===== config.mk =====
export PLATFORM = sky130hd
export DESIGN_NAME = mem_burst_addr_gen_flat
export DESIGN_NICKNAME = d
export VERILOG_FILES = /design/src/rtl/mem_burst_addr_gen_if.sv /design/src/rtl/mem_burst_addr_gen.sv /design/src/flat_wrapper.sv
export SDC_FILE = /design/constraint.sdc
export NUM_CORES = 1
export LEC_CHECK = 0
export ABC_AREA = 1
export BUFFER_PORTS_ARGS = -buffer_cell sky130_fd_sc_hd__buf_2
export CAP_MARGIN = 20
export CORE_UTILIZATION = 59
export DETAILED_ROUTE_END_ITERATION = 10
export GPL_ROUTABILITY_DRIVEN = 0
export PLACE_DENSITY = 0.86
export SYNTH_ARGS = -nofsm -noshare
export SYNTH_HDL_FRONTEND = slang
export SYNTH_SLANG_ARGS = --single-unit
export TNS_END_PERCENT = 30

===== constraint.sdc =====
create_clock -name clk -period 3.9 [get_ports clk]
set_input_delay 0.39 -clock clk [delete_from_list [all_inputs] [get_ports clk]]
set_output_delay 0.39 -clock clk [all_outputs]
set_load 0.02 [all_outputs]

===== src/rtl/mem_burst_addr_gen_if.sv =====
// Request and memory-access signal bundle for the strided burst address generator.
interface mem_burst_addr_gen_if #(
   parameter int unsigned ADDR_WIDTH = 16,
   parameter int unsigned LEN_WIDTH  = 5
);
   logic                  req_valid;
   logic                  req_ready;
   logic                  req_write;
   logic [ADDR_WIDTH-1:0] req_base;
   logic [ADDR_WIDTH-1:0] req_stride;
   logic [LEN_WIDTH-1:0]  req_len;
   logic                  mem_stall;
   logic                  read_enable;
   logic                  write_enable;
   logic [ADDR_WIDTH-1:0] mem_address;
   logic [LEN_WIDTH-1:0]  elem_index;
   logic                  busy;
   logic                  done;

   // Requester / memory side
   modport master (
      output req_valid, req_write, req_base, req_stride, req_len, mem_stall,
      input  req_ready, read_enable, write_enable, mem_address, elem_index, busy, done
   );

   // Address generator side
   modport slave (
      input  req_valid, req_write, req_base, req_stride, req_len, mem_stall,
      output req_ready, read_enable, write_enable, mem_address, elem_index, busy, done
   );
endinterface


===== src/rtl/mem_burst_addr_gen.sv =====
// Strided burst address sequencer: accepts one burst request and emits one
// element address per cycle with read or write enable, honouring mem_stall.
module mem_burst_addr_gen #(
   parameter int unsigned ADDR_WIDTH = 16,
   parameter int unsigned MAX_LEN    = 16,
   parameter int unsigned LEN_WIDTH  = 5
) (
   input logic                 clk,
   input logic                 rst,
   mem_burst_addr_gen_if.slave bus
);

   localparam logic [LEN_WIDTH-1:0] MAX_LEN_L = LEN_WIDTH'(MAX_LEN);
   localparam logic [LEN_WIDTH-1:0] ONE_L     = LEN_WIDTH'(1);

   typedef enum logic [1:0] {
      IDLE  = 2'd0,
      ISSUE = 2'd1,
      DONE  = 2'd2
   } state_t;

   state_t                state_q, state_d;
   logic [ADDR_WIDTH-1:0] stride_q, stride_d;
   logic                  write_q, write_d;
   logic [LEN_WIDTH-1:0]  len_q, len_d;
   logic [ADDR_WIDTH-1:0] addr_q, addr_d;
   logic [LEN_WIDTH-1:0]  idx_q, idx_d;
   logic                  ren_q, ren_d;
   logic                  wen_q, wen_d;
   logic                  busy_q, busy_d;
   logic                  done_q, done_d;
   logic [LEN_WIDTH-1:0]  len_clamp;

   // Oversized requests are clamped to the maximum burst length
   assign len_clamp = (bus.req_len > MAX_LEN_L) ? MAX_LEN_L : bus.req_len;

   // Next-state and next-output decode
   always_comb begin
      state_d  = state_q;
      stride_d = stride_q;
      write_d  = write_q;
      len_d    = len_q;
      addr_d   = addr_q;
      idx_d    = idx_q;
      ren_d    = ren_q;
      wen_d    = wen_q;
      busy_d   = busy_q;
      done_d   = 1'b0;

      case (state_q)
         IDLE: begin
            if (bus.req_valid) begin
               stride_d = bus.req_stride;
               write_d  = bus.req_write;
               len_d    = len_clamp;
               busy_d   = 1'b1;
               if (len_clamp == '0) begin
                  // Empty burst: straight to completion, no access issued
                  state_d = DONE;
                  done_d  = 1'b1;
                  ren_d   = 1'b0;
                  wen_d   = 1'b0;
               end else begin
                  state_d = ISSUE;
                  addr_d  = bus.req_base;
                  idx_d   = '0;
                  ren_d   = ~bus.req_write;
                  wen_d   = bus.req_write;
               end
            end
         end

         ISSUE: begin
            if (!bus.mem_stall) begin
               if (idx_q == (len_q - ONE_L)) begin
                  state_d = DONE;
                  ren_d   = 1'b0;
                  wen_d   = 1'b0;
                  done_d  = 1'b1;
               end else begin
                  // Address wraps silently modulo 2^ADDR_WIDTH
                  addr_d = addr_q + stride_q;
                  idx_d  = idx_q + ONE_L;
               end
            end
         end

         DONE: begin
            state_d = IDLE;
            busy_d  = 1'b0;
         end

         default: begin
            state_d = IDLE;
            ren_d   = 1'b0;
            wen_d   = 1'b0;
            busy_d  = 1'b0;
         end
      endcase
   end

   // State and output registers with synchronous reset
   always_ff @(posedge clk) begin
      if (rst) begin
         state_q  <= IDLE;
         stride_q <= '0;
         write_q  <= 1'b0;
         len_q    <= '0;
         addr_q   <= '0;
         idx_q    <= '0;
         ren_q    <= 1'b0;
         wen_q    <= 1'b0;
         busy_q   <= 1'b0;
         done_q   <= 1'b0;
      end else begin
         state_q  <= state_d;
         stride_q <= stride_d;
         write_q  <= write_d;
         len_q    <= len_d;
         addr_q   <= addr_d;
         idx_q    <= idx_d;
         ren_q    <= ren_d;
         wen_q    <= wen_d;
         busy_q   <= busy_d;
         done_q   <= done_d;
      end
   end

   // The latched direction is only needed to keep the request record complete
   logic unused_write;
   assign unused_write = write_q;

   assign bus.req_ready    = (state_q == IDLE);
   assign bus.read_enable  = ren_q;
   assign bus.write_enable = wen_q;
   assign bus.mem_address  = addr_q;
   assign bus.elem_index   = idx_q;
   assign bus.busy         = busy_q;
   assign bus.done         = done_q;

endmodule


===== src/flat_wrapper.sv =====
// flat-port wrapper written by rule: the top's interface ports become plain ports
module mem_burst_addr_gen_flat 
#(
   parameter int unsigned ADDR_WIDTH = 16,
   parameter int unsigned MAX_LEN    = 16,
   parameter int unsigned LEN_WIDTH  = 5
)
  (clk, rst, bus_req_valid, bus_req_write, bus_req_base, bus_req_stride, bus_req_len, bus_mem_stall, bus_req_ready, bus_read_enable, bus_write_enable, bus_mem_address, bus_elem_index, bus_busy, bus_done);
  mem_burst_addr_gen_if #(.ADDR_WIDTH(ADDR_WIDTH), .LEN_WIDTH(LEN_WIDTH)) bus_i ();
  input logic clk;
  input logic rst;
  input wire logic [$bits(bus_i.req_valid)-1:0] bus_req_valid;
  input wire logic [$bits(bus_i.req_write)-1:0] bus_req_write;
  input wire logic [$bits(bus_i.req_base)-1:0] bus_req_base;
  input wire logic [$bits(bus_i.req_stride)-1:0] bus_req_stride;
  input wire logic [$bits(bus_i.req_len)-1:0] bus_req_len;
  input wire logic [$bits(bus_i.mem_stall)-1:0] bus_mem_stall;
  output wire logic [$bits(bus_i.req_ready)-1:0] bus_req_ready;
  output wire logic [$bits(bus_i.read_enable)-1:0] bus_read_enable;
  output wire logic [$bits(bus_i.write_enable)-1:0] bus_write_enable;
  output wire logic [$bits(bus_i.mem_address)-1:0] bus_mem_address;
  output wire logic [$bits(bus_i.elem_index)-1:0] bus_elem_index;
  output wire logic [$bits(bus_i.busy)-1:0] bus_busy;
  output wire logic [$bits(bus_i.done)-1:0] bus_done;
  assign bus_i.req_valid = bus_req_valid;
  assign bus_i.req_write = bus_req_write;
  assign bus_i.req_base = bus_req_base;
  assign bus_i.req_stride = bus_req_stride;
  assign bus_i.req_len = bus_req_len;
  assign bus_i.mem_stall = bus_mem_stall;
  assign bus_req_ready = bus_i.req_ready;
  assign bus_read_enable = bus_i.read_enable;
  assign bus_write_enable = bus_i.write_enable;
  assign bus_mem_address = bus_i.mem_address;
  assign bus_elem_index = bus_i.elem_index;
  assign bus_busy = bus_i.busy;
  assign bus_done = bus_i.done;
  mem_burst_addr_gen #(.ADDR_WIDTH(ADDR_WIDTH), .MAX_LEN(MAX_LEN), .LEN_WIDTH(LEN_WIDTH)) u_core (.clk(clk), .rst(rst), .bus(bus_i));
endmodule

## Word level (Yosys, flattened, before mapping)

Cells that the tools add are included.

- Register bits after elaboration: 48
- Input port bits: 42
- Output and inout bits: 26

- Add/sub/neg operators: 3
- $lt $le $gt $ge: 1
- Equal/unequal tests: 8
- Mux-type cells: 31
- Bitwise operators: 3
- Reductions and logical operators: 8

Operators with widths:

| operator | count |
|---|---|
| 16-bit two-way mux | 4 |
| 16-bit one-hot mux with 2 select lines | 1 |
| 5-bit two-way mux | 5 |
| 16-bit adder | 1 |
| 1-bit two-way mux | 11 |
| 5-bit one-hot mux with 2 select lines | 1 |
| 2-bit two-way mux | 4 |
| 2-bit inequality test (second input constant) | 4 |
| 1-bit one-hot mux with 3 select lines | 2 |
| 5-bit by 1-bit adder with 5-bit output (second input constant) | 1 |
| 5-bit == test | 1 |
| 5-bit > comparator (second input constant) | 1 |
| 5-bit logical NOT | 1 |
| 5-bit AND reduction | 1 |
| 5-bit by 1-bit subtractor with 5-bit output (second input constant) | 1 |
| 1-bit one-hot mux with 2 select lines | 2 |
| 2-bit one-hot mux with 2 select lines | 1 |
| 2-bit AND reduction | 2 |
| 4-bit AND reduction | 1 |
| 1-bit inverter | 3 |
| 3-bit AND reduction | 1 |
| 2-bit by 1-bit == test with 1-bit output (second input constant) | 1 |
| 2-bit == test (second input constant) | 1 |
| 2-bit logical NOT | 1 |
| other kinds (2) | 2 |

## Depth between registers and ports, before layout

Gate-level depths: netlist (run 1).

- Depth after elaboration: 6
- Mapped depth: 14

## Worst setup path before layout (run 1)

Ideal clock, no wire load.

- Path kind: reg-to-reg
- From: register u_core.addr_q[0], in the netlist u_core.bus.mem_address[0]
- To: register u_core.addr_q[14], in the netlist u_core.bus.mem_address[14]
- Data arrival time: 1.731 ns
- Data required time: 3.771 ns
- Slack: 2.040 ns
- Stages on the path, launching flop included: 14
- Path buffers: 0
- Period minus slack after synthesis: 1.860 ns
- Cells stage by stage: dfxtp_1 ha_1 inv_1 fa_1 inv_1 nand2_1 nand3_1 nand2_1 nand3_1 nand2_1 nor2_1 nor2_1 nor2_1 nor2_1

- Word-level cells in the longest chain between the ends: 4

RTL lines:

| element | RTL line | source |
|---|---|---|
| start, declared | mem_burst_addr_gen.sv:26 | `logic [ADDR_WIDTH-1:0] addr_q, addr_d;` |
| start signal, assigned | mem_burst_addr_gen.sv:120 | `addr_q <= addr_d;` |
| 16-bit adder | mem_burst_addr_gen.sv:82 | `addr_d = addr_q + stride_q;` |
| 16-bit two-way mux | mem_burst_addr_gen.sv:75 | `if (idx_q == (len_q - ONE_L)) begin` |
| 16-bit two-way mux | mem_burst_addr_gen.sv:74 | `if (!bus.mem_stall) begin` |
| 16-bit one-hot mux with 2 select lines | mem_burst_addr_gen.sv:50 | `case (state_q)` |

Every way passes these cells. The select of a mux whose other input is x is not followed.
A chain may end at the register's enable or synchronous reset.

## Worst setup path in the final report (run 1)

- From: register u_core.state_q[1]
- To: register u_core.len_q[1]

- Word-level cells in the longest chain between the ends: 2

RTL lines:

| element | RTL line | source |
|---|---|---|
| start, declared | mem_burst_addr_gen.sv:22 | `state_t state_q, state_d;` |
| start signal, assigned | mem_burst_addr_gen.sv:116 | `state_q <= state_d;` |
| 2-bit logical NOT | mem_burst_addr_gen.sv:50 |  |
| 2-bit AND reduction (no source line) | -- |  |
| end signal, assigned | mem_burst_addr_gen.sv:119 | `len_q <= len_d;` |
| end, declared | mem_burst_addr_gen.sv:25 | `logic [LEN_WIDTH-1:0] len_q, len_d;` |

Every way passes these cells.

==> flow_summary.json, run 1 <==
{
  "drc": 0,
  "detail_route.vias_per_cell": 5.08,
  "holdPathEnd": "u_core.stride_q[7]",
  "holdPathStages": 3,
  "ctsHoldBuffers": 0,
  "cp.required_ps": 4130,
  "coreArea_mm2": 0.00511,
  "grt_pass1_wl_um": 12300,
  "clock_skew_ps": 11.5,
  "fmax_ghz": 0.419,
  "path_class": "register to register",
  "wl_per_cell_um": 11.7,
  "synthesis.nets": 569,
  "grtUsageTotal_pct": 28.4,
  "area.sequential_um2": 961,
  "path_max_fanout": 23,
  "slew_viol_final": 0,
  "drtPass1Iterations": 5,
  "die-area_mm2": 0.00563,
  "hold_start": "bus_req_stride[7]",
  "regToRegEndpoint": "u_core.len_q[1]",
  "ys_types": 31,
  "start_kind": "register",
  "portBuffers": 67,
  "vias": 3250,
  "synth_cells": 509,
  "yosys_warnings": 0,
  "r2r_cells": 7,
  "cts.repair.resized": 0,
  "syn-mean-instance-area_um2": 6.18,
  "end_kind": "register",
  "initialDrtViolationCount": 165,
  "netlist_area_mm2": 0.00315,
  "final.setup.tns_ps": 0,
  "rsz0062_at_grt": "no",
  "multi_input_area_mm2": 0.00185,
  "start_util_pct": 61.6,
  "synth-seq-area-share_pct": 30.5,
  "final_area_mm2": 0.00358,
  "p_leak_nw": 1.93,
  "worstPathArrival_ps": 2620,
  "grt_pass1_vias": 2968,
  "grt_max_degree": 32,
  "die_x_um": 75.0,
  "status": "complete, no violations",
  "grt_overflow": 0,
  "synth_seq_cells": 48,
  "drive_gt1_share_pct": 17.0,
  "placed_area_mm2": 0.00349,
  "cts_root_buf": "clkbuf_8",
  "io_pins": 68,
  "path_clk_slew_ps": 90,
  "period_share_pct": 61.3,
  "nFillCells": 482,
  "final_nets": 629,
  "drt_wl_total_um": 7480,
  "clock-sinks": 48,
  "die_h_um": 75.0,
  "dp_hpwl_um": 5500,
  "hold_violations": 0,
  "timing.rr.start": "u_core.state_q[1]",
  "clk_path_buf_depth": 2,
  "hp-class": "input port to register",
  "max_slew_margin_pct": 46.6,
  "antennaDiodeCount": 0,
  "tightest_slew_ps": 800,
  "cts_buffers": 5,
  "cts_tree": "built",
  "min_period_ps": 2390,
  "r2r_slack_ps": 1510,
  "num_rows": 26,
  "maxCapViolCount": 0,
  "drtAntennaViolNets": 0,
  "cts_setup_buffers": 0,
  "final-setup-viol-count": 0,
  "p_per_area_mw_per_mm2": 394,
  "ctsHtreeMaxLevel": 2,
  "insertion_delay_ps": 310,
  "syn_to_final_growth_pct": 13.8,
  "antenna_found_initial": 0,
  "peakVddDrop_mv": 0.287
}
-- cell usage in the layout, fill, tap and decap left out, types with 17 or more instances in the layout --
cell type	count
a21oi_1	29
nor2_1	97
o21ai_0	31
nand2_1	138
buf_2	67
ha_1	17
inv_1	65
nand3_1	26
dfxtp_1	48
-- report_power, final --
group	total (mW)	internal [mW]	switching, mW
Combinational	0.509	0.176	0.333
Clock	0.313	0.142	0.171
Sequential	0.588	0.546	0.0419
Total	1.41	0.864	0.546
-- critical path, cell delays in order, from the launching register on --
cell	delay, ps
dfxtp_1	380
nor2_4	170
inv_1	80
nor2_2	550
inv_1	580
nor2_2	350
nand2_1	80
a21oi_1	130
-- final cells by class --
type | instances | share of cell area (%)
Tap cell | 70 | 2.45
Inverter | 67 | 7.13
Sequential cell | 48 | 26.8
Clock buffer | 6 | 2.31
Timing Repair Buffer | 67 | 9.36
Clock inverter | 2 | 0.280
Multi-Input combinational cell | 380 | 51.6
-- Yosys cell counts (all sizes together) --
cell | instances | area share [%]
nand2 | 142 | 18
nor2 | 106 | 14
inv | 66 | 8.0
dfxtp | 48 | 31
o21ai | 39 | 6.4
a21oi | 30 | 4.9
nand3 | 27 | 4.5
ha | 17 | 6.8
buf | 8 | 1.8
clkbuf | 6 | 0.72
nor3 | 5 | 0.80
or2 | 3 | 0.60
xor2 | 3 | 0.84
nand4 | 2 | 0.40
o21bai | 2 | 0.48
xnor2 | 2 | 0.56
clkinv | 1 | 0.16
fa | 1 | 0.64
nand3b | 1 | 0.24
-- metal layers --
metal	up-vias	global-route usage (%)	routed length, µm
li1	1702	-	-
met1	1456	35.5	3370
met2	80	50.5	3640
met3	12	4.02	327
met4	0	8.60	137
met5	-	0	0
-- metrics by stage --
stage	setup WS [ps]	hold WS, ps	total power, mW	util (%)	cells
2_1_floorplan	2040	458	0.979	-	509
3_3_place_gp	1730	465	1.09	68.3	632
3_5_place_dp	1550	461	1.10	68.3	632
4_1_cts	1530	293	1.41	70.1	640
5_1_grt	1290	313	1.51	70.1	640
6_report	1510	298	1.41	70.1	640
-- worst max path at each step --
stage / start / endpoint / slack [ps]
after floorplan: u_core.bus.mem_address[0] / u_core.bus.mem_address[14] / 2040
after global placement: u_core.state_q[1] / u_core.len_q[3] / 1730
after detailed placement: u_core.state_q[1] / u_core.len_q[1] / 1550
after CTS: u_core.state_q[1] / u_core.len_q[1] / 1530
after global routing: u_core.state_q[1] / u_core.len_q[2] / 1290
final: u_core.state_q[1] / u_core.len_q[1] / 1510
-- cell families after synthesis --
group	synth area share, %
flops	30.5
simple gates	38.2
xor+xnor	1.39
fa+ha+maj	7.40
buf+inv	10.7
compound gates	11.8
-- state kept, by name (all words and copies together) (netlist names) --
name / flops
u_core.bus.mem_address: 16
u_core.stride_q: 16
u_core.bus.elem_index: 5
u_core.len_q: 5
u_core.state_q: 2
u_core.bus.busy: 1
u_core.bus.done: 1
u_core.bus.read_enable: 1
u_core.bus.write_enable: 1
Note: power is estimated with default switching activity, not from simulation.
==> inputs of run 2 (changes only) <==
--- a/config.mk
+++ b/config.mk
@@ -5,13 +5,13 @@
 export SDC_FILE = /design/constraint.sdc
 export NUM_CORES = 1
 export LEC_CHECK = 0
-export ABC_AREA = 1
+export ABC_AREA = 0
 export BUFFER_PORTS_ARGS = -buffer_cell sky130_fd_sc_hd__buf_2
 export CAP_MARGIN = 20
-export CORE_UTILIZATION = 59
+export CORE_UTILIZATION = 54
 export DETAILED_ROUTE_END_ITERATION = 10
 export GPL_ROUTABILITY_DRIVEN = 0
-export PLACE_DENSITY = 0.86
+export PLACE_DENSITY = 0.8
 export SYNTH_ARGS = -nofsm -noshare
 export SYNTH_HDL_FRONTEND = slang
 export SYNTH_SLANG_ARGS = --single-unit
==> constraint.sdc (replaced) <==
create_clock -name clk -period 2.4 [get_ports clk]
set_input_delay 0.24 -clock clk [delete_from_list [all_inputs] [get_ports clk]]
set_output_delay 0.24 -clock clk [all_outputs]
set_load 0.02 [all_outputs]
==> run 2 against run 1 <==
Against the previous run:
- total power up 43%
- die area shrank 0.16%
- sequential power rose by 53%
- global-route usage decreased by 3.1 points
- clock-buffer cell count did not move
- final area fell by 4.4%
- synthesized cell count fell by 31%
- sequential share of layout area up 1.3 points
- setup slack lost 1400 ps
- via count is 15% lower
- combinational power is 5.1% higher
- first-iteration DRC count down 16%
==> flow_summary.json, run 2 <==
{
  "status": "complete, no violations",
  "die-area_mm2": 0.00562,
  "final-setup-viol-count": 0,
  "detail_route.vias_per_cell": 5.63,
  "end_kind": "register",
  "synth-seq-area-share_pct": 33.4,
  "clock-sinks": 48,
  "clockPowerShare_pct": 29.0,
  "fmax_ghz": 0.437,
  "cp.required_ps": 2590,
  "drc": 0,
  "ctsHoldBuffers": 0,
  "p_per_area_mw_per_mm2": 590,
  "power_mw": 2.02,
  "drt_wl_total_um": 6840,
  "crit_path_end": "u_core.bus.mem_address[15]",
  "pre_cts_slack_ps": 47.8,
  "grt_pass1_vias": 2487,
  "insertion_delay_ps": 300,
  "die_x_um": 75.0,
  "grt_pass1_wl_um": 10900,
  "dpl.cell_count": 482,
  "worstPathArrival_ps": 2480,
  "path_max_fanout": 7,
  "initialDrtViolationCount": 138,
  "critPathBufInv": 0,
  "ys_async_sr_fraction_pct": 0,
  "vias": 2763,
  "crit_start": "u_core.bus.mem_address[8]",
  "synth_seq_cells": 48,
  "syn_to_final_growth_pct": 19.2,
  "num_rows": 26,
  "hp-class": "input port to register",
  "antennaDiodeCount": 0,
  "cts_root_buf": "clkbuf_8",
  "synth_flop_cell": "dfxtp_1",
  "start_kind": "register",
  "coreArea_mm2": 0.00511,
  "tightest_slew_ps": 564,
  "io_pins": 68,
  "synth.area.top_cells": "dfxtp_1, nand2_1, ha_1",
  "start_util_pct": 56.3,
  "r2r_cells": 8,
  "grtUsageTotal_pct": 25.2,
  "rsz0062_at_grt": "no",
  "synthesis.nets": 413,
  "ctsHtreeMaxLevel": 2,
  "final_area_mm2": 0.00342,
  "synth_most_common_cell": "nand2_1",
  "layout_common_cells": "nand2_1, buf_2, dfxtp_1, a21oi_1, nor2_1",
  "peakVddDrop_mv": 0.397,
  "max_slew_margin_pct": 62.4,
  "synth_common_cells": "nand2_1, dfxtp_1, a21oi_1, nor2_1, ha_1",
  "grt_overflow": 0,
  "crit_cells": 8,
  "grt_max_degree": 29,
  "final.setup.tns_ps": 0,
  "drtAntennaViolNets": 0,
  "drive_gt1_share_pct": 25.2,
  "netlist_area_mm2": 0.00287,
  "portBuffers": 67,
  "power_frac_seq_pct": 44.6,
  "fin_ws_ps": 110,
  "placed_area_mm2": 0.00329,
  "final_cells": 491,
  "yosysTopAreaCellShare_pct": 33.4,
  "internal-power_mw": 1.38,
  "path_clk_slew_ps": 100,
  "cp_cell_sequence": "ha_1 -> a21oi_1 -> nor2_1 -> a211oi_1 -> o31ai_2 -> a221oi_1 -> nand3_1 -> a31o_1",
  "cts_buffers": 5,
  "synth_edf_count": 0,
  "antenna_found_initial": 0,
  "wl_per_cell_um": 13.9,
  "syn-mean-instance-area_um2": 8.14,
  "hold_violations": 0,
  "p_leak_nw": 1.53,
  "cp_slowest_cell": "ha_1",
  "regToRegEndpoint": "u_core.bus.mem_address[15]",
  "maxCapViolCount": 0,
  "drtPass1Iterations": 4,
  "netSwitchingFraction_pct": 31.8,
  "final_nets": 480,
  "critical-path-max-stage-delay_ps": 400,
  "dp_hpwl_um": 5190,
  "clk_path_buf_depth": 2,
  "clock_skew_ps": 11.1,
  "slew_viol_final": 0,
  "synth_top_area_cell": "dfxtp_1",
  "cts_tree": "built",
  "r2r_slack_ps": 110,
  "period_share_pct": 95.4,
  "ys_types": 58,
  "cpLargestDelayFamily": "compound AO/OA/AOI/OAI gates",
  "power_frac_comb_pct": 26.5,
  "yosys_warnings": 0,
  "path_class": "register to register",
  "die_h_um": 75.0,
  "timing.rr.start": "u_core.bus.mem_address[8]",
  "synth_cells": 353,
  "p_switching_mw": 0.643,
  "min_period_ps": 2290
}
==> run 2: cell count changes after synthesis, moves of 6 or more <==
| cell | previous run | this run |
|---|---|---|
| o21ai_0 | 31 | 7 |
| xor2_1 | 3 | 11 |
| a21oi_1 | 29 | 40 |
| clkbuf_1 | 6 | 12 |
| nor2_1 | 97 | 35 |
| nand2_1 | 138 | 67 |
| nand3_1 | 26 | 4 |
| nor2b_1 | 0 | 6 |
| inv_1 | 65 | 7 |
==> run 2: how the worst min path moves through the flow <==
stage / from / end / slack [ps] / cells past startpoint
finish: bus_req_stride[4] / u_core.stride_q[4] / 180 / 3
global route: bus_req_stride[0] / u_core.stride_q[0] / 180 / 3
CTS: bus_req_stride[3] / u_core.stride_q[3] / 170 / 3
detailed placement: u_core.stride_q[2] / u_core.stride_q[2] / 450 / 2
global placement: u_core.stride_q[11] / u_core.stride_q[11] / 450 / 2
floorplan: bus_req_stride[0] / u_core.stride_q[0] / 380 / 2
==> run 2: worst reg2reg max path: cells and delay by family (launching register included) <==
family          cells  cell delay [ps]
fa+ha+maj           1              400
simple gates        2              190
compound gates      5             1250
flops               1              340
==> run 2: cell type report <==
type | count | area (µm²)
multi-input combinational | 280 | 1810
fill | 452 | 1680
sequential | 48 | 962
timing repair buffer | 78 | 430
tap | 70 | 87.6
clock buffer | 6 | 72.6
clock inverter | 2 | 35.0
inverter | 7 | 26.3
==> run 2: what timing repair did <==
action,in CTS,in global routing
buffers inserted,0,1
gates resized for setup,0,5
endpoints found under the setup margin,0,2
==> run 2: metal layers <==
metal  track usage [%]  share of wire, %
met1              32.1                45
met3              5.35               5.8
met2              43.1                48
met5                 0                 0
met4              7.13               1.4
==> run 2: kinds of logic after synthesis <==
family,count (synthesis),share of synthesized area [%]
muxes,2,0.697
AOI/OAI and AO/OA,95,24.6
buffers and inverters,25,4.27
adders and majority gates,18,8.10
and+or+nand+nor,147,23.4
DFF,48,33.4
xor gates and xnor gates,18,5.49
==> run 2: per-stage QoR <==
| stage | util [%] | hold slack, ps |
|---|---|---|
| 2_1_floorplan | - | 376 |
| 3_3_place_gp | 64.4 | 449 |
| 3_5_place_dp | 64.4 | 454 |
| 4_1_cts | 66.5 | 170 |
| 5_1_grt | 67.1 | 175 |
| 6_report | 67.1 | 177 |
==> run 2: power by group through the flow <==
stage	Sequential [mW]	Combinational [mW]	Clock [mW]
3_5_place_dp	0.918	0.526	0
4_1_cts	0.899	0.530	0.596
6_report	0.901	0.535	0.585
3_3_place_gp	0.915	0.512	0
5_1_grt	0.910	0.590	0.625
2_1_floorplan	0.948	0.335	0
==> inputs of run 3 (changes only) <==
--- a/config.mk
+++ b/config.mk
@@ -11,7 +11,7 @@
 export CORE_UTILIZATION = 54
 export DETAILED_ROUTE_END_ITERATION = 10
 export GPL_ROUTABILITY_DRIVEN = 0
-export PLACE_DENSITY = 0.8
+export PLACE_DENSITY = 0.9
 export SYNTH_ARGS = -nofsm -noshare
 export SYNTH_HDL_FRONTEND = slang
 export SYNTH_SLANG_ARGS = --single-unit
==> run 3 against run 2 <==
Against the previous run:
- flip-flop and latch count stayed put
- combinational power hardly changed
- first-iteration DRC count increased by 92%
- register-to-register slack better by 50 ps
- maximum frequency grew 2.2%
- global-route usage rose by 1.8 points
- clock skew is 1.2 ps lower
- non-clock buffer count is 1 lower
- sequential share of layout area is 0.36 points higher
- total power fell by 3.2%
- highest routed layer unchanged
==> flow_summary.json, run 3 (synthesized netlist as in run 2, its figures left out) <==
{
  "critPathBufInv": 0,
  "path_clk_slew_ps": 100,
  "clk_path_buf_depth": 2,
  "path_max_fanout": 3,
  "final.setup.tns_ps": 0,
  "die_x_um": 75.0,
  "drc": 0,
  "vias": 2813,
  "portBuffers": 67,
  "antennaDiodeCount": 0,
  "grtUsageTotal_pct": 27.0,
  "ctsHtreeMaxLevel": 2,
  "drtPass1Iterations": 5,
  "peakVddDrop_mv": 0.399,
  "io_pins": 68,
  "cpLargestDelayFamily": "compound AO/OA/AOI/OAI gates",
  "hold_violations": 0,
  "tightest_slew_ps": 603,
  "cts_root_buf": "clkbuf_8",
  "period_share_pct": 93.4,
  "coreArea_mm2": 0.00511,
  "rsz0062_at_grt": "no",
  "grt_max_degree": 28,
  "clock_skew_ps": 9.96,
  "nFillCells": 420,
  "cp_cell_sequence": "ha_1 -> a211oi_2 -> o21ai_1 -> a21boi_1 -> o31ai_2 -> a221oi_1 -> nand3_1 -> a31o_1",
  "cts_buffers": 5,
  "power_mw": 1.96,
  "detail_route.vias_per_cell": 5.74,
  "grt_overflow": 0,
  "syn_to_final_growth_pct": 17.6,
  "final-setup-viol-count": 0,
  "fmax_ghz": 0.446,
  "antenna_found_initial": 0,
  "min_period_ps": 2240,
  "start_kind": "register",
  "dp_hpwl_um": 5300,
  "critical-path-max-stage-delay_ps": 360,
  "drive_gt1_share_pct": 25.5,
  "p_per_area_mw_per_mm2": 579,
  "hp-class": "input port to register",
  "num_rows": 26,
  "die_h_um": 75.0,
  "insertion_delay_ps": 310,
  "clock-sinks": 48,
  "max_slew_margin_pct": 59.7,
  "slew_viol_final": 0,
  "wl_per_cell_um": 14.7,
  "worstPathArrival_ps": 2460,
  "p_leak_nw": 1.52,
  "path_class": "register to register",
  "drt_wl_total_um": 7180,
  "drtAntennaViolNets": 0,
  "initialDrtViolationCount": 265,
  "end_kind": "register",
  "layout_common_cells": "nand2_1, buf_2, dfxtp_1, a21oi_1, nor2_1",
  "cts_tree": "built",
  "status": "complete, no violations",
  "maxCapViolCount": 0,
  "grt_pass1_vias": 2572,
  "die-area_mm2": 0.00562,
  "cp_slowest_cell": "a221oi_1",
  "grt_pass1_wl_um": 11500,
  "start_util_pct": 56.3,
  "final_nets": 479,
  "cp.required_ps": 2620
}
==> run 3: path summary, 6_finish.rpt <==
kind                             startpoint                         end  slack, ps  cells after the start
setup reg to reg  u_core.bus.mem_address[1]  u_core.bus.mem_address[15]        160                      8
setup / recovery  u_core.bus.mem_address[1]  u_core.bus.mem_address[15]        160                      8
hold / removal           bus_req_stride[10]         u_core.stride_q[10]        160                      3
hold reg to reg          u_core.stride_q[3]          u_core.stride_q[3]        470                      2
==> run 3: cell type report <==
type	count	area [µm²]	area share, %
clock buffer	6	82.6	2.44
sequential	48	962	28.5
inverter	7	26.3	0.777
timing repair buffer	77	410	12.1
tap	70	87.6	2.59
multi-input combinational	280	1800	53.2
clock inverter	2	13.8	0.407
==> run 3: metrics by stage <==
stage | instances | setup slack, ps | util, % | hold slack, ps | cell area (µm²)
floorplan | 353 | 89.5 | - | 376 | 2870
global placement | 481 | 121 | 64.0 | 447 | 3270
detailed placement | 481 | 49.1 | 64.0 | 455 | 3270
CTS | 489 | 11.9 | 65.9 | 156 | 3360
global route | 490 | 9.30 | 66.2 | 171 | 3380
finish | 490 | 160 | 66.2 | 158 | 3380
==> run 3: what timing repair did <==
action / 4_1_cts / 5_1_grt
endpoints found under the setup margin: 0 / 3
gates resized for setup: 0 / 4
setup buffers: 0 / 1
hold buffers: 0 / 0
==> run 3: layer usage <==
metal | vias up | wire length [µm] | global-route usage (%)
met2 | 113 | 3470 | 44.6
li1 | 1377 | - | -
met3 | 21 | 389 | 4.42
met1 | 1302 | 3090 | 34.3
met5 | - | 0 | 0
met4 | 0 | 238 | 13.0
==> run 3: tightest hold or removal path, cell delays in order <==
cell and delay, ps:
buf_2 100, nand2_1 40, a21oi_1 50
==> run 3: report_power, final <==
part / total, mW / internal, mW / switching (mW)
sequential: 0.902 / 0.853 / 0.0484
clock: 0.524 / 0.236 / 0.288
combinational: 0.532 / 0.209 / 0.323
total: 1.96 / 1.30 / 0.659
